$ cat src/rtl/alu_defs.sv
// Shared EX7 ALU definitions: shift op codes, result-stage state encodings and default width.
package alu_defs;

   localparam int unsigned WIDTH_DEF = 32;

   localparam logic [1:0] SHIFT_SRA = 2'b00;
   localparam logic [1:0] SHIFT_SRL = 2'b01;
   localparam logic [1:0] SHIFT_SLL = 2'b10;

   typedef enum logic [1:0] {
      EMPTY = 2'd0,
      ONE   = 2'd1,
      TWO   = 2'd2
   } stage_state_e;

endpackage

$ cat src/rtl/shift_flag_unit.sv
// Next-value logic for the Z/N/C status flags fed by the shifter result.
module shift_flag_unit #(
   parameter int unsigned WIDTH = 32
) (
   input  logic             update,
   input  logic [WIDTH-1:0] result,
   input  logic             carry,
   input  logic [4:0]       amt,
   input  logic             z_cur,
   input  logic             n_cur,
   input  logic             c_cur,
   output logic             z_nxt,
   output logic             n_nxt,
   output logic             c_nxt
);

   always_comb begin
      z_nxt = z_cur;
      n_nxt = n_cur;
      c_nxt = c_cur;
      if (update) begin
         z_nxt = (result == '0);
         n_nxt = result[WIDTH-1];
         // Shifter carry is undefined for a zero shift, so C keeps its old value.
         if (amt != 5'd0) begin
            c_nxt = carry;
         end
      end
   end

endmodule

$ cat src/rtl/shift_result_stage.sv
// Shifter result stage: 2-entry skid buffer, Z/N/C flags, write-back feed.
// Optional counters stat_accepts/stat_stalls exist when SHIFT_RESULT_STATS_EN is defined.
module shift_result_stage
   import alu_defs::*;
#(
   parameter int unsigned WIDTH = WIDTH_DEF
) (
   input  logic             clk,
   input  logic             rst,
   input  logic             in_valid,
   output logic             in_ready,
   input  logic [WIDTH-1:0] in_result,
   input  logic             in_carry,
   input  logic [1:0]       in_op,
   input  logic [4:0]       in_amt,
   input  logic             in_flags_we,
   output logic             out_valid,
   input  logic             out_ready,
   output logic [WIDTH-1:0] out_result,
   output logic [1:0]       out_op,
   output logic             flag_z,
   output logic             flag_n,
   output logic             flag_c
`ifdef SHIFT_RESULT_STATS_EN
   ,
   output logic [31:0]      stat_accepts,
   output logic [31:0]      stat_stalls
`endif
);

   stage_state_e     state_q, state_d;
   logic [WIDTH-1:0] main_res_q, main_res_d, skid_res_q, skid_res_d;
   logic [1:0]       main_op_q, main_op_d, skid_op_q, skid_op_d;
   logic             in_ready_q;
   logic             z_q, n_q, c_q, z_d, n_d, c_d;
   logic             accept;

   assign accept     = in_valid & in_ready_q;
   assign in_ready   = in_ready_q;
   assign out_valid  = (state_q != EMPTY);
   assign out_result = main_res_q;
   assign out_op     = main_op_q;
   assign flag_z     = z_q;
   assign flag_n     = n_q;
   assign flag_c     = c_q;

   always_comb begin
      state_d    = state_q;
      main_res_d = main_res_q;
      main_op_d  = main_op_q;
      skid_res_d = skid_res_q;
      skid_op_d  = skid_op_q;
      case (state_q)
         EMPTY: begin
            if (accept) begin
               state_d    = ONE;
               main_res_d = in_result;
               main_op_d  = in_op;
            end
         end
         ONE: begin
            if (accept) begin
               if (out_ready) begin
                  main_res_d = in_result;
                  main_op_d  = in_op;
               end else begin
                  state_d    = TWO;
                  skid_res_d = in_result;
                  skid_op_d  = in_op;
               end
            end else if (out_ready) begin
               state_d = EMPTY;
            end
         end
         TWO: begin
            if (out_ready) begin
               state_d    = ONE;
               main_res_d = skid_res_q;
               main_op_d  = skid_op_q;
            end
         end
         default: state_d = EMPTY;
      endcase
   end

   shift_flag_unit #(
      .WIDTH (WIDTH)
   ) u_flags (
      .update (accept & in_flags_we),
      .result (in_result),
      .carry  (in_carry),
      .amt    (in_amt),
      .z_cur  (z_q),
      .n_cur  (n_q),
      .c_cur  (c_q),
      .z_nxt  (z_d),
      .n_nxt  (n_d),
      .c_nxt  (c_d)
   );

   always_ff @(posedge clk) begin
      if (rst) begin
         state_q    <= EMPTY;
         main_res_q <= '0;
         main_op_q  <= 2'b00;
         skid_res_q <= '0;
         skid_op_q  <= 2'b00;
         in_ready_q <= 1'b1;
         z_q        <= 1'b0;
         n_q        <= 1'b0;
         c_q        <= 1'b0;
      end else begin
         state_q    <= state_d;
         main_res_q <= main_res_d;
         main_op_q  <= main_op_d;
         skid_res_q <= skid_res_d;
         skid_op_q  <= skid_op_d;
         // Registered so upstream never sees a combinational path from out_ready.
         in_ready_q <= (state_d != TWO);
         z_q        <= z_d;
         n_q        <= n_d;
         c_q        <= c_d;
      end
   end

`ifdef SHIFT_RESULT_STATS_EN
   logic [31:0] accepts_q, stalls_q;

   always_ff @(posedge clk) begin
      if (rst) begin
         accepts_q <= '0;
         stalls_q  <= '0;
      end else begin
         if (accept) begin
            accepts_q <= accepts_q + 32'd1;
         end
         if (out_valid && !out_ready) begin
            stalls_q <= stalls_q + 32'd1;
         end
      end
   end

   assign stat_accepts = accepts_q;
   assign stat_stalls  = stalls_q;
`endif

endmodule

$ cat config.mk
export PLATFORM = sky130hd
export DESIGN_NAME = shift_result_stage
export DESIGN_NICKNAME = d
export VERILOG_FILES = /design/src/rtl/alu_defs.sv /design/src/rtl/shift_flag_unit.sv /design/src/rtl/shift_result_stage.sv
export SDC_FILE = /design/constraint.sdc
export NUM_CORES = 1
export LEC_CHECK = 0
export ABC_CLOCK_PERIOD_IN_PS = 4900
export CORE_UTILIZATION = 52
export CTS_CLUSTER_SIZE = 12
export DETAILED_ROUTE_END_ITERATION = 10
export HOLD_SLACK_MARGIN = 0.05
export PLACE_DENSITY_LB_ADDON = 0.15
export SYNTH_ARGS = -nofsm -noshare
export SYNTH_HDL_FRONTEND = slang
export SYNTH_SLANG_ARGS = --single-unit
$ cat constraint.sdc
create_clock -name clk -period 4.9 [get_ports clk]
set_clock_uncertainty 0.2 [all_clocks]
set_input_delay 0.735 -clock clk [delete_from_list [all_inputs] [get_ports clk]]
set_output_delay 0.735 -clock clk [all_outputs]
set_load 0.005 [all_outputs]
==> results.ini <==
[clocking]
cts_buffers = 9
cts_resized = 0
cts_sinks = 74
clk_latency_ps = 330
postCtsSetupRepairBufs = 0
hold_buffers = 0
clk_path_buf_depth = 2
htreeDepth = 3
cts_tree = yes
clkSlewWorstSetupHoldPaths_ps = 70
root_buffer = clkbuf_8

[setup_path]
worst_setup_path_end_kind = flop
crit_start = in_valid
setup.worst_path.class = in -> reg
cp.required_ps = 4930
cp.arrival_ps = 3020
start_kind = primary input
r2r_cells = 5
worstReg2RegStart = state_q[1]$_SDFF_PP0_
path_max_fanout = 43

[pwr]
peakVddDrop_v = 0.000198
pwr-share-clk = 0.337
leakage_uw = 0.00165
p_int_uw = 1010
p_seq_frac = 0.495
swShare = 0.245
power_density_nw_per_um2 = 332
p_switching_uw = 330
pwr-share-comb = 0.169

[logic_synthesis]
netlist_instances = 345
synthFlopType = dfxtp_1
ys_seq_elements = 74
syn_area_um2 = 3100
synthArstFlopShare = 0
synth.distinct_cells = 30
synth_fp_nets = 390
yosys_warnings = 0
syn_area_per_cell_um2 = 8.98
ys_seq_area_frac = 0.478
synth_edf_count = 0

[worst_hold_path]
min_path_type = reg -> reg
hold_depth = 2
worstHoldStart = skid_res_q[21]$_SDFFE_PP0P_

[route]
firstDrtPassIters = 4
vias = 2676
viasPerCell = 5.45
finalWirelength_mm = 6.98
drc = 0
ant_nets = 0
wl_per_cell_um = 14.2
drt_iter0_drc = 145

[global_route]
grt_pass1_vias = 2423
grt_util_all_layers = 0.233
grt_max_degree = 76
grt_pass1_wl_mm = 11.3
antenna_found_initial = 0
overflow = 0

[place]
dpl_cell_area_um2 = 3860
portBuffers = 83
dp_hpwl_mm = 4.54
routabilityCongestion = 0.736

[final_layout]
fillers = 456
layout-drive-gt1-share = 0.0549
antenna_cells = 0
nNetsFinal = 460
final_area_um2 = 4050
area_delta_synth_final_pct = 30.7

[sta]
fmax_mhz = 334
finalSetupViolCount = 0
rsz0062_at_grt = false
fin_crit_sh = 0.610
worst_slew_pin_slew_ps = 1180
hold_viol = 0
whs_ps = 253
finalCriticalPeriod_ps = 2990
slew_headroom = 0.211
drv_slew = 0
fin_tns_setup_ps = 0

[flow_run]
maxCapViolCount = 0

[floorplan]
die_w_um = 79.2
core_um2 = 5610
rows = 27
fp.dieArea_um2 = 6270
design.portCount = 84
die_y_um = 79.2
initial_utilization = 0.552

[run_status]
status = finished, final reports clean

## through the flow
step	total power, uW	setup WS [ps]	util	std cells
after floorplan	788	2750	-	345
after global placement	900	1690	0.689	476
after detailed placement	906	1610	0.689	476
after CTS	1360	1880	0.722	491
after global routing	1410	1700	0.722	491
final	1340	1910	0.722	491
## synthesized netlist by cell type, types with 3 or more instances
master / number / share of area
clkbuf_1: 8 / 0.0097
nor2_1: 38 / 0.046
buf_2: 8 / 0.013
a211oi_1: 35 / 0.085
nand3_1: 3 / 0.0048
dfxtp_1: 74 / 0.48
mux2i_1: 36 / 0.12
buf_6: 7 / 0.025
nand3b_1: 3 / 0.0073
nor4_1: 7 / 0.014
a21oi_1: 36 / 0.058
buf_4: 3 / 0.0073
nand2_1: 69 / 0.084
## flip-flops by register name (all words and copies together), names as in the netlist
register	count
skid_op_q	2
out_op	2
out_result	32
skid_res_q	32
state_q	2
flag_c	1
in_ready	1
flag_n	1
flag_z	1
## path summary, 6_finish.rpt
kind	to	slack (ps)
setup / recovery	out_result[8]$_SDFFE_PP0P_	1910
hold / removal	skid_res_q[21]$_SDFFE_PP0P_	250
setup reg to reg	out_result[8]$_SDFFE_PP0P_	2330
hold reg to reg	skid_res_q[21]$_SDFFE_PP0P_	250
## metal layers
layer,GRT usage,part of all wire
met2,0.386,0.48
met3,0.0494,0.056
met1,0.291,0.45
met4,0.102,0.011
met5,0,0
## cell families after synthesis
| logic type | synth area share |
|---|---|
| simple gates | 0.187 |
| compound gates | 0.159 |
| flops | 0.478 |
| mux | 0.116 |
| buf+inv | 0.0590 |
## final cells by class
class,count,area (um2),area share
clock buffer,12,145,0.0359
clock inverter,3,40.0,0.00989
multi-input combinational,243,1440,0.355
sequential,74,1480,0.366
tap,72,90.1,0.0223
timing repair buffer,87,856,0.211
## critical path, stage by stage
cell and delay, ps:
clkdlybuf4s50_1 540, nand2_2 140, o211ai_4 870, buf_4 410, nor2_1 80, a211oi_1 250
## cell usage in the layout (no fill, tap or decap), types with 2 or more instances in the layout
master | synthesis | layout
nor2_1 | 38 | 38
mux2i_1 | 36 | 36
nand2_1 | 69 | 69
a21oi_1 | 36 | 36
clkbuf_1 | 8 | 2
clkinv_2 | 0 | 2
clkdlybuf4s50_1 | 0 | 82
nor4_1 | 7 | 7
buf_4 | 3 | 4
or4_1 | 2 | 2
nand3b_1 | 3 | 3
dfxtp_1 | 74 | 74
nand3_1 | 3 | 3
a211oi_1 | 35 | 35
clkbuf_8 | 0 | 10
## power by group through the flow
| stage | registers (uW) | clock network (uW) | logic [uW] |
|---|---|---|---|
| floorplan | 677 | 0 | 111 |
| global placement | 678 | 0 | 223 |
| detailed placement | 678 | 0 | 227 |
| CTS | 665 | 462 | 229 |
| global route | 669 | 493 | 249 |
| finish | 665 | 453 | 227 |
No activity file was read; power rests on OpenSTA's default activity.
